**config.mk**
```make
export PLATFORM = sky130hd
export DESIGN_NAME = regfile_port_ctrl_flat
export DESIGN_NICKNAME = d
export VERILOG_FILES = /design/src/rtl/regfile_port_ctrl_if.sv /design/src/rtl/regfile_port_ctrl.sv /design/src/flat_wrapper.sv
export SDC_FILE = /design/constraint.sdc
export NUM_CORES = 1
export LEC_CHECK = 0
export ABC_AREA = 1
export BUFFER_PORTS_ARGS = -buffer_cell sky130_fd_sc_hd__buf_2
export CAP_MARGIN = 25
export CORE_ASPECT_RATIO = 1.75
export CORE_MARGIN = 2
export CORE_UTILIZATION = 46
export CTS_CLUSTER_SIZE = 20
export DETAILED_ROUTE_END_ITERATION = 6
export PLACE_DENSITY = 0.77
export SLEW_MARGIN = 20
export SYNTH_ARGS = -nofsm -noshare
export SYNTH_HDL_FRONTEND = slang
export SYNTH_SLANG_ARGS = --single-unit
export TNS_END_PERCENT = 50
```
**constraint.sdc**
```tcl
create_clock -name clk -period 4.7 [get_ports clk]
set_clock_uncertainty 0.2 [all_clocks]
set_input_delay 0.94 -clock clk [delete_from_list [all_inputs] [get_ports clk]]
set_output_delay 0.94 -clock clk [all_outputs]
set_load 0.05 [all_outputs]
```
**src/rtl/regfile_port_ctrl_if.sv**
```systemverilog
// Request, register-array and response signals between decode, regfile_port_ctrl and the cell array.
// master = decode/array side, slave = controller side.
interface regfile_port_ctrl_if #(
    parameter int NREGS = 32,
    parameter int WIDTH = 32,
    parameter int AW    = 5
);
    logic             req_valid;
    logic             req_ready;
    logic             req_we;
    logic [AW-1:0]    req_waddr;
    logic [WIDTH-1:0] req_wdata;
    logic [AW-1:0]    req_addr_a;
    logic [AW-1:0]    req_addr_b;

    logic [NREGS-1:0] rf_write_sl;
    logic [WIDTH-1:0] rf_wdata;
    logic [NREGS-1:0] rf_sel_a;
    logic [NREGS-1:0] rf_sel_b;
    logic [WIDTH-1:0] rf_out_a;
    logic [WIDTH-1:0] rf_out_b;

    logic             rsp_valid;
    logic             rsp_ready;
    logic [WIDTH-1:0] rsp_data_a;
    logic [WIDTH-1:0] rsp_data_b;

    modport master (
        output req_valid, req_we, req_waddr, req_wdata, req_addr_a, req_addr_b,
        output rf_out_a, rf_out_b, rsp_ready,
        input  req_ready, rf_write_sl, rf_wdata, rf_sel_a, rf_sel_b,
        input  rsp_valid, rsp_data_a, rsp_data_b
    );

    modport slave (
        input  req_valid, req_we, req_waddr, req_wdata, req_addr_a, req_addr_b,
        input  rf_out_a, rf_out_b, rsp_ready,
        output req_ready, rf_write_sl, rf_wdata, rf_sel_a, rf_sel_b,
        output rsp_valid, rsp_data_a, rsp_data_b
    );
endinterface

```
**src/rtl/regfile_port_ctrl.sv**
```systemverilog
// Register-file port controller: one request (optional write, two reads) -> one response.
// rsp_valid 2 cycles after accept (3 with write); req_ready low until the response handshakes.
module regfile_port_ctrl #(
    parameter int NREGS = 32,
    parameter int WIDTH = 32,
    parameter int AW    = 5
) (
    input  logic                clk,
    input  logic                rst,
    regfile_port_ctrl_if.slave  bus
);
    typedef enum logic [1:0] {ST_IDLE, ST_WRITE, ST_READ, ST_RESP} state_t;

    state_t           r_state,    w_state_nxt;
    logic [AW-1:0]    r_addr_a,   w_addr_a_nxt;
    logic [AW-1:0]    r_addr_b,   w_addr_b_nxt;
    logic [NREGS-1:0] r_write_sl, w_write_sl_nxt;
    logic [WIDTH-1:0] r_wdata,    w_wdata_nxt;
    logic [NREGS-1:0] r_sel_a,    w_sel_a_nxt;
    logic [NREGS-1:0] r_sel_b,    w_sel_b_nxt;
    logic             r_rsp_vld,  w_rsp_vld_nxt;
    logic [WIDTH-1:0] r_rsp_a,    w_rsp_a_nxt;
    logic [WIDTH-1:0] r_rsp_b,    w_rsp_b_nxt;
    logic             r_req_rdy,  w_req_rdy_nxt;

    function automatic logic f_in_range(input logic [AW-1:0] a);
        return (32'(a) < NREGS);
    endfunction

    // Out-of-range rows decode to an all-zero select so the access is dropped.
    function automatic logic [NREGS-1:0] f_onehot(input logic [AW-1:0] a);
        logic [NREGS-1:0] v;
        v = '0;
        if (f_in_range(a)) v[a] = 1'b1;
        return v;
    endfunction

    always_comb begin
        w_state_nxt    = r_state;
        w_addr_a_nxt   = r_addr_a;
        w_addr_b_nxt   = r_addr_b;
        w_write_sl_nxt = '0;
        w_wdata_nxt    = '0;
        w_sel_a_nxt    = '0;
        w_sel_b_nxt    = '0;
        w_rsp_vld_nxt  = r_rsp_vld;
        w_rsp_a_nxt    = r_rsp_a;
        w_rsp_b_nxt    = r_rsp_b;
        w_req_rdy_nxt  = r_req_rdy;
        case (r_state)
            ST_IDLE: begin
                if (bus.req_valid && r_req_rdy) begin
                    w_addr_a_nxt  = bus.req_addr_a;
                    w_addr_b_nxt  = bus.req_addr_b;
                    w_req_rdy_nxt = 1'b0;
                    if (bus.req_we) begin
                        w_state_nxt    = ST_WRITE;
                        w_write_sl_nxt = f_onehot(bus.req_waddr);
                        w_wdata_nxt    = bus.req_wdata;
                    end else begin
                        w_state_nxt = ST_READ;
                        w_sel_a_nxt = f_onehot(bus.req_addr_a);
                        w_sel_b_nxt = f_onehot(bus.req_addr_b);
                    end
                end
            end
            ST_WRITE: begin
                w_state_nxt = ST_READ;
                w_sel_a_nxt = f_onehot(r_addr_a);
                w_sel_b_nxt = f_onehot(r_addr_b);
            end
            ST_READ: begin
                // A floating bus (no row selected) is never sampled.
                w_state_nxt   = ST_RESP;
                w_rsp_vld_nxt = 1'b1;
                w_rsp_a_nxt   = f_in_range(r_addr_a) ? bus.rf_out_a : '0;
                w_rsp_b_nxt   = f_in_range(r_addr_b) ? bus.rf_out_b : '0;
            end
            ST_RESP: begin
                if (bus.rsp_ready) begin
                    w_state_nxt   = ST_IDLE;
                    w_rsp_vld_nxt = 1'b0;
                    w_req_rdy_nxt = 1'b1;
                end
            end
            default: begin
                w_state_nxt   = ST_IDLE;
                w_rsp_vld_nxt = 1'b0;
                w_req_rdy_nxt = 1'b1;
            end
        endcase
    end

    always_ff @(posedge clk) begin
        if (rst) begin
            r_state    <= ST_IDLE;
            r_addr_a   <= '0;
            r_addr_b   <= '0;
            r_write_sl <= '0;
            r_wdata    <= '0;
            r_sel_a    <= '0;
            r_sel_b    <= '0;
            r_rsp_vld  <= 1'b0;
            r_rsp_a    <= '0;
            r_rsp_b    <= '0;
            r_req_rdy  <= 1'b1;
        end else begin
            r_state    <= w_state_nxt;
            r_addr_a   <= w_addr_a_nxt;
            r_addr_b   <= w_addr_b_nxt;
            r_write_sl <= w_write_sl_nxt;
            r_wdata    <= w_wdata_nxt;
            r_sel_a    <= w_sel_a_nxt;
            r_sel_b    <= w_sel_b_nxt;
            r_rsp_vld  <= w_rsp_vld_nxt;
            r_rsp_a    <= w_rsp_a_nxt;
            r_rsp_b    <= w_rsp_b_nxt;
            r_req_rdy  <= w_req_rdy_nxt;
        end
    end

    assign bus.req_ready   = r_req_rdy;
    assign bus.rf_write_sl = r_write_sl;
    assign bus.rf_wdata    = r_wdata;
    assign bus.rf_sel_a    = r_sel_a;
    assign bus.rf_sel_b    = r_sel_b;
    assign bus.rsp_valid   = r_rsp_vld;
    assign bus.rsp_data_a  = r_rsp_a;
    assign bus.rsp_data_b  = r_rsp_b;
endmodule

```
**src/flat_wrapper.sv**
```systemverilog
// flat-port wrapper written by rule: the top's interface ports become plain ports
module regfile_port_ctrl_flat 
#(
    parameter int NREGS = 32,
    parameter int WIDTH = 32,
    parameter int AW    = 5
)
  (clk, rst, bus_req_valid, bus_req_we, bus_req_waddr, bus_req_wdata, bus_req_addr_a, bus_req_addr_b, bus_rf_out_a, bus_rf_out_b, bus_rsp_ready, bus_req_ready, bus_rf_write_sl, bus_rf_wdata, bus_rf_sel_a, bus_rf_sel_b, bus_rsp_valid, bus_rsp_data_a, bus_rsp_data_b);
  regfile_port_ctrl_if #(.NREGS(NREGS), .WIDTH(WIDTH), .AW(AW)) bus_i ();
  input  logic clk;
  input  logic rst;
  input wire logic [$bits(bus_i.req_valid)-1:0] bus_req_valid;
  input wire logic [$bits(bus_i.req_we)-1:0] bus_req_we;
  input wire logic [$bits(bus_i.req_waddr)-1:0] bus_req_waddr;
  input wire logic [$bits(bus_i.req_wdata)-1:0] bus_req_wdata;
  input wire logic [$bits(bus_i.req_addr_a)-1:0] bus_req_addr_a;
  input wire logic [$bits(bus_i.req_addr_b)-1:0] bus_req_addr_b;
  input wire logic [$bits(bus_i.rf_out_a)-1:0] bus_rf_out_a;
  input wire logic [$bits(bus_i.rf_out_b)-1:0] bus_rf_out_b;
  input wire logic [$bits(bus_i.rsp_ready)-1:0] bus_rsp_ready;
  output wire logic [$bits(bus_i.req_ready)-1:0] bus_req_ready;
  output wire logic [$bits(bus_i.rf_write_sl)-1:0] bus_rf_write_sl;
  output wire logic [$bits(bus_i.rf_wdata)-1:0] bus_rf_wdata;
  output wire logic [$bits(bus_i.rf_sel_a)-1:0] bus_rf_sel_a;
  output wire logic [$bits(bus_i.rf_sel_b)-1:0] bus_rf_sel_b;
  output wire logic [$bits(bus_i.rsp_valid)-1:0] bus_rsp_valid;
  output wire logic [$bits(bus_i.rsp_data_a)-1:0] bus_rsp_data_a;
  output wire logic [$bits(bus_i.rsp_data_b)-1:0] bus_rsp_data_b;
  assign bus_i.req_valid = bus_req_valid;
  assign bus_i.req_we = bus_req_we;
  assign bus_i.req_waddr = bus_req_waddr;
  assign bus_i.req_wdata = bus_req_wdata;
  assign bus_i.req_addr_a = bus_req_addr_a;
  assign bus_i.req_addr_b = bus_req_addr_b;
  assign bus_i.rf_out_a = bus_rf_out_a;
  assign bus_i.rf_out_b = bus_rf_out_b;
  assign bus_i.rsp_ready = bus_rsp_ready;
  assign bus_req_ready = bus_i.req_ready;
  assign bus_rf_write_sl = bus_i.rf_write_sl;
  assign bus_rf_wdata = bus_i.rf_wdata;
  assign bus_rf_sel_a = bus_i.rf_sel_a;
  assign bus_rf_sel_b = bus_i.rf_sel_b;
  assign bus_rsp_valid = bus_i.rsp_valid;
  assign bus_rsp_data_a = bus_i.rsp_data_a;
  assign bus_rsp_data_b = bus_i.rsp_data_b;
  regfile_port_ctrl #(.NREGS(NREGS), .WIDTH(WIDTH), .AW(AW)) u_core (.clk(clk), .rst(rst), .bus(bus_i));
endmodule
```
==> key figures, run 1 <==
Setup path
  • CP Capture Type: register
  • Slowest stage cell, crit path: nand3_1
  • Crit Path Class: reg -> reg
  • Type of origin of the critical path: register
  • CP max stage delay: roughly 540 ps
  • Worst Path Required: 4910 ps
  • Arrival time of the worst setup path: 2640 ps
  • Delay-heaviest family, CP: simple AND/OR/NAND/NOR gates
  • Worst path cell trace: inv_1, ha_1, nand3_1, nor2_4, inv_2, nor2_1
  • Crit-path max FO: 32
  • WP buf/inv: 2

Yosys
  • Mapped Cells: 912
  • Largest cells by area after synthesis: dfxtp_1 57%, nor2_1 13%, nand2_1 6.2%, o21ai_0 5.6%, a21oi_1 5.3%
  • YS warnings: 0
  • Leading area contributor after synthesis: dfxtp_1
  • Async set or reset register ratio after synthesis: 0%
  • Post-synth EDFFs: 0
  • Synth top area share: 57.4%
  • Mapped cell area: between 7000 and 8000 sq um
  • Syn_nets: ~1000
  • Count leader, synth: nor2_1
  • Distinct cell type count after synthesis: 20
  • Top FF cell, synth: dfxtp_1
  • Sequential element share of the synthesized area: a little under three fifths
  • Synth cell count leaders: 248 x nor2_1, 206 x dfxtp_1, 118 x nand2_1
  • Post-Syn Area per Cell: a little under 8 sq um
  • #FFs+latches synth: 206

Power and ir drop
  • Pleak: 4.76 nW
  • Power Density: 602 nW/um^2
  • Power, Total: 5.74 mW
  • VDD IR max: 0.504 mV

Floorplanning
  • Die Area: ~17000 sq um
  • CORE AREA: about 15000 sq um
  • I/O pin cnt: 310
  • Std-Cell Rows: 60
  • Die W: 98.4 um
  • Chip height: 169 um
  • Starting density of the core: 46.9%

Detailed routing
  • Iter 0 DRT Violations: 287
  • Drt pass-1 iters: 5
  • Routed vias/inst: 4.96
  • Drc violations: 0
  • Avg WL per Cell: 15.2 um
  • Routed via count: around 7000
  • Final WL: 21400 um
  • Post-route ant nets: 0

Clocking
  • Clock Tree Buf Depth: 3
  • Clock transition at path regs: 70 ps
  • Worst skew pair latency: 470 ps
  • Sink Count: 206
  • H-tree levels: 1
  • CTS Buf Count: 19
  • Setup Buffers After CTS: 0
  • Post-CTS Hold Buffers: 0
  • Post_cts resized: 0
  • CTS tree: done
  • CTS root buf: clkbuf_16

Global route
  • Grt met3 use: around 6.0%
  • Total track usage: 24.3%
  • Vias in the first global route: 6766
  • Global-route wire length before repair: 33100 um
  • Met2 usage: 43.2%
  • Grt total ovfl: 0
  • Largest net degree at the start of global routing: 70
  • Met1 usage: 26.1%
  • GRT Max-Usage Layer: met2
  • Initial antenna violation count: 5

Cells and area
  • Final #Nets: 1329
  • Fillers: 1401
  • Post-layout util: 62.2%
  • Area delta synth->final: 32.6%
  • Layout cells sized above 1: 29.0%

Timing
  • Fin worst setup slack: 2270 ps
  • Crit share post-route: 51.7%
  • Setup TNS: 0 ps
  • Fin crit period: 2430 ps
  • Achievable Freq: 412 MHz
  • Max transition margin: around 50%
  • Tightest Pin Transition: roughly 750 ps
  • Final Max Slew Viols: 0
  • Final setup fails: 0
  • Fin. Hold Viols: 0
  • RSZ-0062 raised after global routing: no

Place
  • GPL Wtd Cong: ~0.9
  • Hpwl dp: around 15000 um
  • Number of I/O port buffers: 309
  • Dpl ws: 1930 ps

Hold path
  • Worst hold path class: reg -> reg

Run status
  • Status: finished clean

Run
  • Max-Cap Viols: 0
[kinds of logic after synthesis]
group                    share of synthesized area (%)
buffers and inverters                             6.69
AO/OA/AOI/OAI                                     11.0
flip-flops                                        57.4
adder cells (fa/ha/maj)                          0.697
AND/OR/NAND/NOR                                   24.2
[where the power goes]
| part | internal, mW | switching [mW] |
|---|---|---|
| clock network | 0.985 | 0.662 |
| registers | 2.03 | 0.149 |
| logic | 0.397 | 1.51 |
| total | 3.41 | 2.32 |
[layer usage]
metal	part of all wire, %	vias to the layer above
met3	7.5	68
met5	0	-
met1	36	3166
met4	4.9	0
li1	-	3480
met2	52	288
[final timing paths]
path / startpoint / endpoint / slack [ps] / cells past startpoint
max: u_core.r_state[0] / u_core.bus.rf_wdata[27] / 2270 / 6
min: u_core.bus.rsp_data_b[15] / u_core.bus.rsp_data_b[15] / 300 / 2
max reg2reg: u_core.r_state[0] / u_core.bus.rf_wdata[27] / 2270 / 6
min reg2reg: u_core.bus.rsp_data_b[15] / u_core.bus.rsp_data_b[15] / 300 / 2
[cell type report]
cell class              instances  area, sq um  area share [%]
repair buffers                316         1640            17.2
flip-flops and latches        206         4120            43.3
well taps                     186          233            2.44
multi-input cells             593         2580            27.1
clock buffers                  23          500            5.26
inverters                      73          274            2.88
diodes                          5         12.5           0.131
clock inverters                10          161            1.70
[per-stage QoR]
| step | instances | hold slack, ps | area (sq um) |
|---|---|---|---|
| 2_1_floorplan | 912 | 260 | 7180 |
| 3_3_place_gp | 1371 | 270 | 8780 |
| 3_5_place_dp | 1373 | 275 | 8830 |
| 4_1_cts | 1406 | 297 | 9490 |
| 5_1_grt | 1412 | 318 | 9520 |
| 6_report | 1412 | 296 | 9520 |
[worst reg2reg max path, stage by stage (launching register included)]
cell	delay (ps)
dfxtp_1	330
inv_1	110
ha_1	240
nand3_1	540
nor2_4	460
inv_2	290
nor2_1	180
[registers in the layout (all words and copies together), names as in the netlist]
register	flops
u_core.bus.rf_sel_a	32
u_core.bus.rf_sel_b	32
u_core.bus.rf_wdata	32
u_core.bus.rf_write_sl	32
u_core.bus.rsp_data_a	32
u_core.bus.rsp_data_b	32
u_core.r_addr_a	5
u_core.r_addr_b	5
u_core.r_state	2
u_core.bus.req_ready	1
u_core.bus.rsp_valid	1
[layout by cell type, fill, tap and decap left out, types with 4 or more instances in the layout]
cell / Yosys / routed
nor2_1: 248 / 248
nor3_1: 6 / 6
buf_2: 8 / 309
bufinv_16: 0 / 4
dfxtp_1: 206 / 206
inv_1: 70 / 70
buf_4: 4 / 4
diode_2: 0 / 5
a21oi_1: 76 / 76
o21ai_0: 80 / 80
nand3_1: 48 / 48
nand4_1: 8 / 8
clkbuf_16: 0 / 19
nand2_1: 118 / 118
(Power assumes the default switching activity.)
==> run 2, diff against run 1 <==
==> constraint.sdc (replaced) <==
create_clock -name clk -period 2.4 [get_ports clk]
set_clock_uncertainty 0.2 [all_clocks]
set_input_delay 0.48 -clock clk [delete_from_list [all_inputs] [get_ports clk]]
set_output_delay 0.48 -clock clk [all_outputs]
set_load 0.05 [all_outputs]
==> run 2 against run 1 <==
Sequential share of layout area down 0.46 points. Critical path depth unchanged. First-iteration DRC count is 30% higher.
==> key figures, run 2 (synthesis results as in run 1) <==
Place
  • Hpwl dp: 14800 um (-2.4%)
  • GPL Wtd Cong: 0.913 (+3.6%)
  • Number of I/O port buffers: 309 (unchanged)
  • Inst Count DP: 1378 (+0.36%)

Hold path
  • Hold path start: bus_rf_out_b[23]
  • Worst Hold Depth: 3 (+1)
  • Worst hold path class: in -> reg

Detailed routing
  • Post-route ant nets: 0 (unchanged)
  • Avg WL per Cell: 14.6 um (-3.5%)
  • Drc violations: 0 (unchanged)
  • Drt pass-1 iters: 7 (+2)
  • Iter 0 DRT Violations: 374 (+30%)
  • Final WL: 20900 um (-2.6%)
  • Routed via count: 7058 (+0.80%)
  • Routed vias/inst: 4.95 (-0.12%)

Floorplanning
  • Starting density of the core: 46.9% (unchanged)
  • I/O pin cnt: 310 (unchanged)
  • Std-Cell Rows: 60 (unchanged)
  • Die W: 98.4 um (unchanged)
  • Chip height: 169 um (unchanged)
  • Die Area: 16700 sq um (unchanged)
  • CORE AREA: 15300 sq um (unchanged)

Timing
  • Crit share post-route: 79.9% (+28 points)
  • Final setup fails: 0 (unchanged)
  • Final Max Slew Viols: 0 (unchanged)
  • Hold WS: 15.3 ps (-281 ps)
  • RSZ-0062 raised after global routing: no
  • Setup TNS: 0 ps (unchanged)
  • Tightest Pin Transition: 657 ps (-88.4 ps)
  • Achievable Freq: 522 MHz (+27%)
  • Fin crit period: 1920 ps (-513 ps)
  • Max transition margin: 56.1% (+5.9 points)
  • Fin. Hold Viols: 0 (unchanged)

Setup path
  • R2R depth: 6 (unchanged)
  • Crit Path Class: reg -> reg
  • Arrival time of the worst setup path: 2110 ps (-530 ps)
  • R2R setup slack: 480 ps (-1790 ps)
  • Crit. Startpoint: u_core.r_state[1]
  • Crit-path max FO: 8 (-75%)
  • RR Startpoint: u_core.r_state[1]
  • Worst Path Required: 2590 ps (-2320 ps)
  • Reg2reg end: u_core.bus.rf_sel_a[4]
  • Setup crit end: u_core.bus.rf_sel_a[4]
  • Type of origin of the critical path: register
  • CP Capture Type: register

Power and ir drop
  • Power Density: 1160 nW/um^2 (+92%)
  • Pleak: 4.82 nW (+1.3%)
  • Power, Total: 11.1 mW (+94%)
  • Switching share of total power: 40.3% (-0.23 points)
  • VDD IR max: 0.801 mV (+59%)
  • Cell Int Power: 6.64 mW (+95%)
  • Clk network pwr share: 27.9% (-0.8 points)
  • Comb pwr share: 33.8% (+0.5 points)
  • Reg power frac: 38.3% (+0.3 points)
  • Switching power: 4.48 mW (+93%)

Cells and area
  • Most common cell after layout, fill and taps aside: buf_2
  • Post-layout util: 62.8% (+0.66 points)
  • Layout cells sized above 1: 28.8% (-0.17 points)
  • Most frequent cells in the layout: 309 x buf_2, 248 x nor2_1, 206 x dfxtp_1
  • Layout Cells excl Fill: 1425 (+0.92%)
  • Final #Nets: 1344 (+1.1%)
  • Area delta synth->final: 34.0%

Clocking
  • H-tree levels: 1 (unchanged)
  • Sink Count: 206 (unchanged)
  • Clock transition at path regs: 60 ps (about the same)
  • Worst skew pair latency: 480 ps (about the same)
  • Clock Tree Buf Depth: 3 (unchanged)
  • Post_cts resized: 0 (unchanged)
  • CTS root buf: clkbuf_16
  • CTS tree: done
  • CTS Buf Count: 19 (unchanged)

Run
  • Max-Cap Viols: 0 (unchanged)

Global route
  • Global-route wire length before repair: 32400 um (-2.1%)
  • Vias in the first global route: 6751 (-0.22%)
  • Initial antenna violation count: 4 (-1)
  • Total track usage: 23.7% (-0.60 points)
  • Grt total ovfl: 0 (unchanged)
  • Largest net degree at the start of global routing: 80 (+14%)

Run status
  • Status: finished clean
[run 2: worst min path at each step]
stage and endpoint:
6_report u_core.bus.rsp_data_b[23], 5_1_grt u_core.bus.rsp_data_a[5], 4_1_cts u_core.bus.rf_wdata[2], 3_5_place_dp u_core.bus.rsp_data_a[20], 3_3_place_gp u_core.bus.rsp_data_b[23], 2_1_floorplan u_core.r_addr_a[0]
[run 2: critical path, cell delays in order, from the launching register on]
cell and delay, ps:
dfxtp_1 340, inv_1 90, ha_1 240, inv_1 100, nor3_2 490, nand2_1 140
a21oi_1 230
[run 2: routing by layer]
metal  routed length (um)  GRT usage, %
met1                 7270          24.9
met2                10900          43.1
met3                 1640          5.64
met4                 1020          12.3
met5                    0             0
[run 2: area by class of cell]
type | instances | area (sq um)
clock inverters | 6 | 109
multi-input cells | 593 | 2580
clock buffers | 26 | 532
flip-flops and latches | 206 | 4120
inverters | 73 | 274
repair buffers | 331 | 1760
diodes | 4 | 10.0
fillers | 1375 | 5690
well taps | 186 | 233
[run 2: metrics by stage]
step	setup slack, ps	instance area (sq um)
finish	483	9620
floorplan	715	7180
CTS	474	9610
detailed placement	552	8860
global route	352	9620
global placement	618	8860
[run 2: power groups by stage]
| stage | combinational [mW] | clock (mW) | sequential, mW |
|---|---|---|---|
| floorplan | 1.07 | 0 | 6.02 |
| global placement | 3.71 | 0 | 4.30 |
| detailed placement | 3.74 | 0 | 4.32 |
| CTS | 3.77 | 3.17 | 4.26 |
| global route | 4.02 | 3.29 | 4.32 |
| finish | 3.76 | 3.11 | 4.26 |
[run 2: repair_timing]
action                                 CTS  global route
endpoints found under the hold margin   11             0
hold buffers                            11             0
setup buffers                            0             0
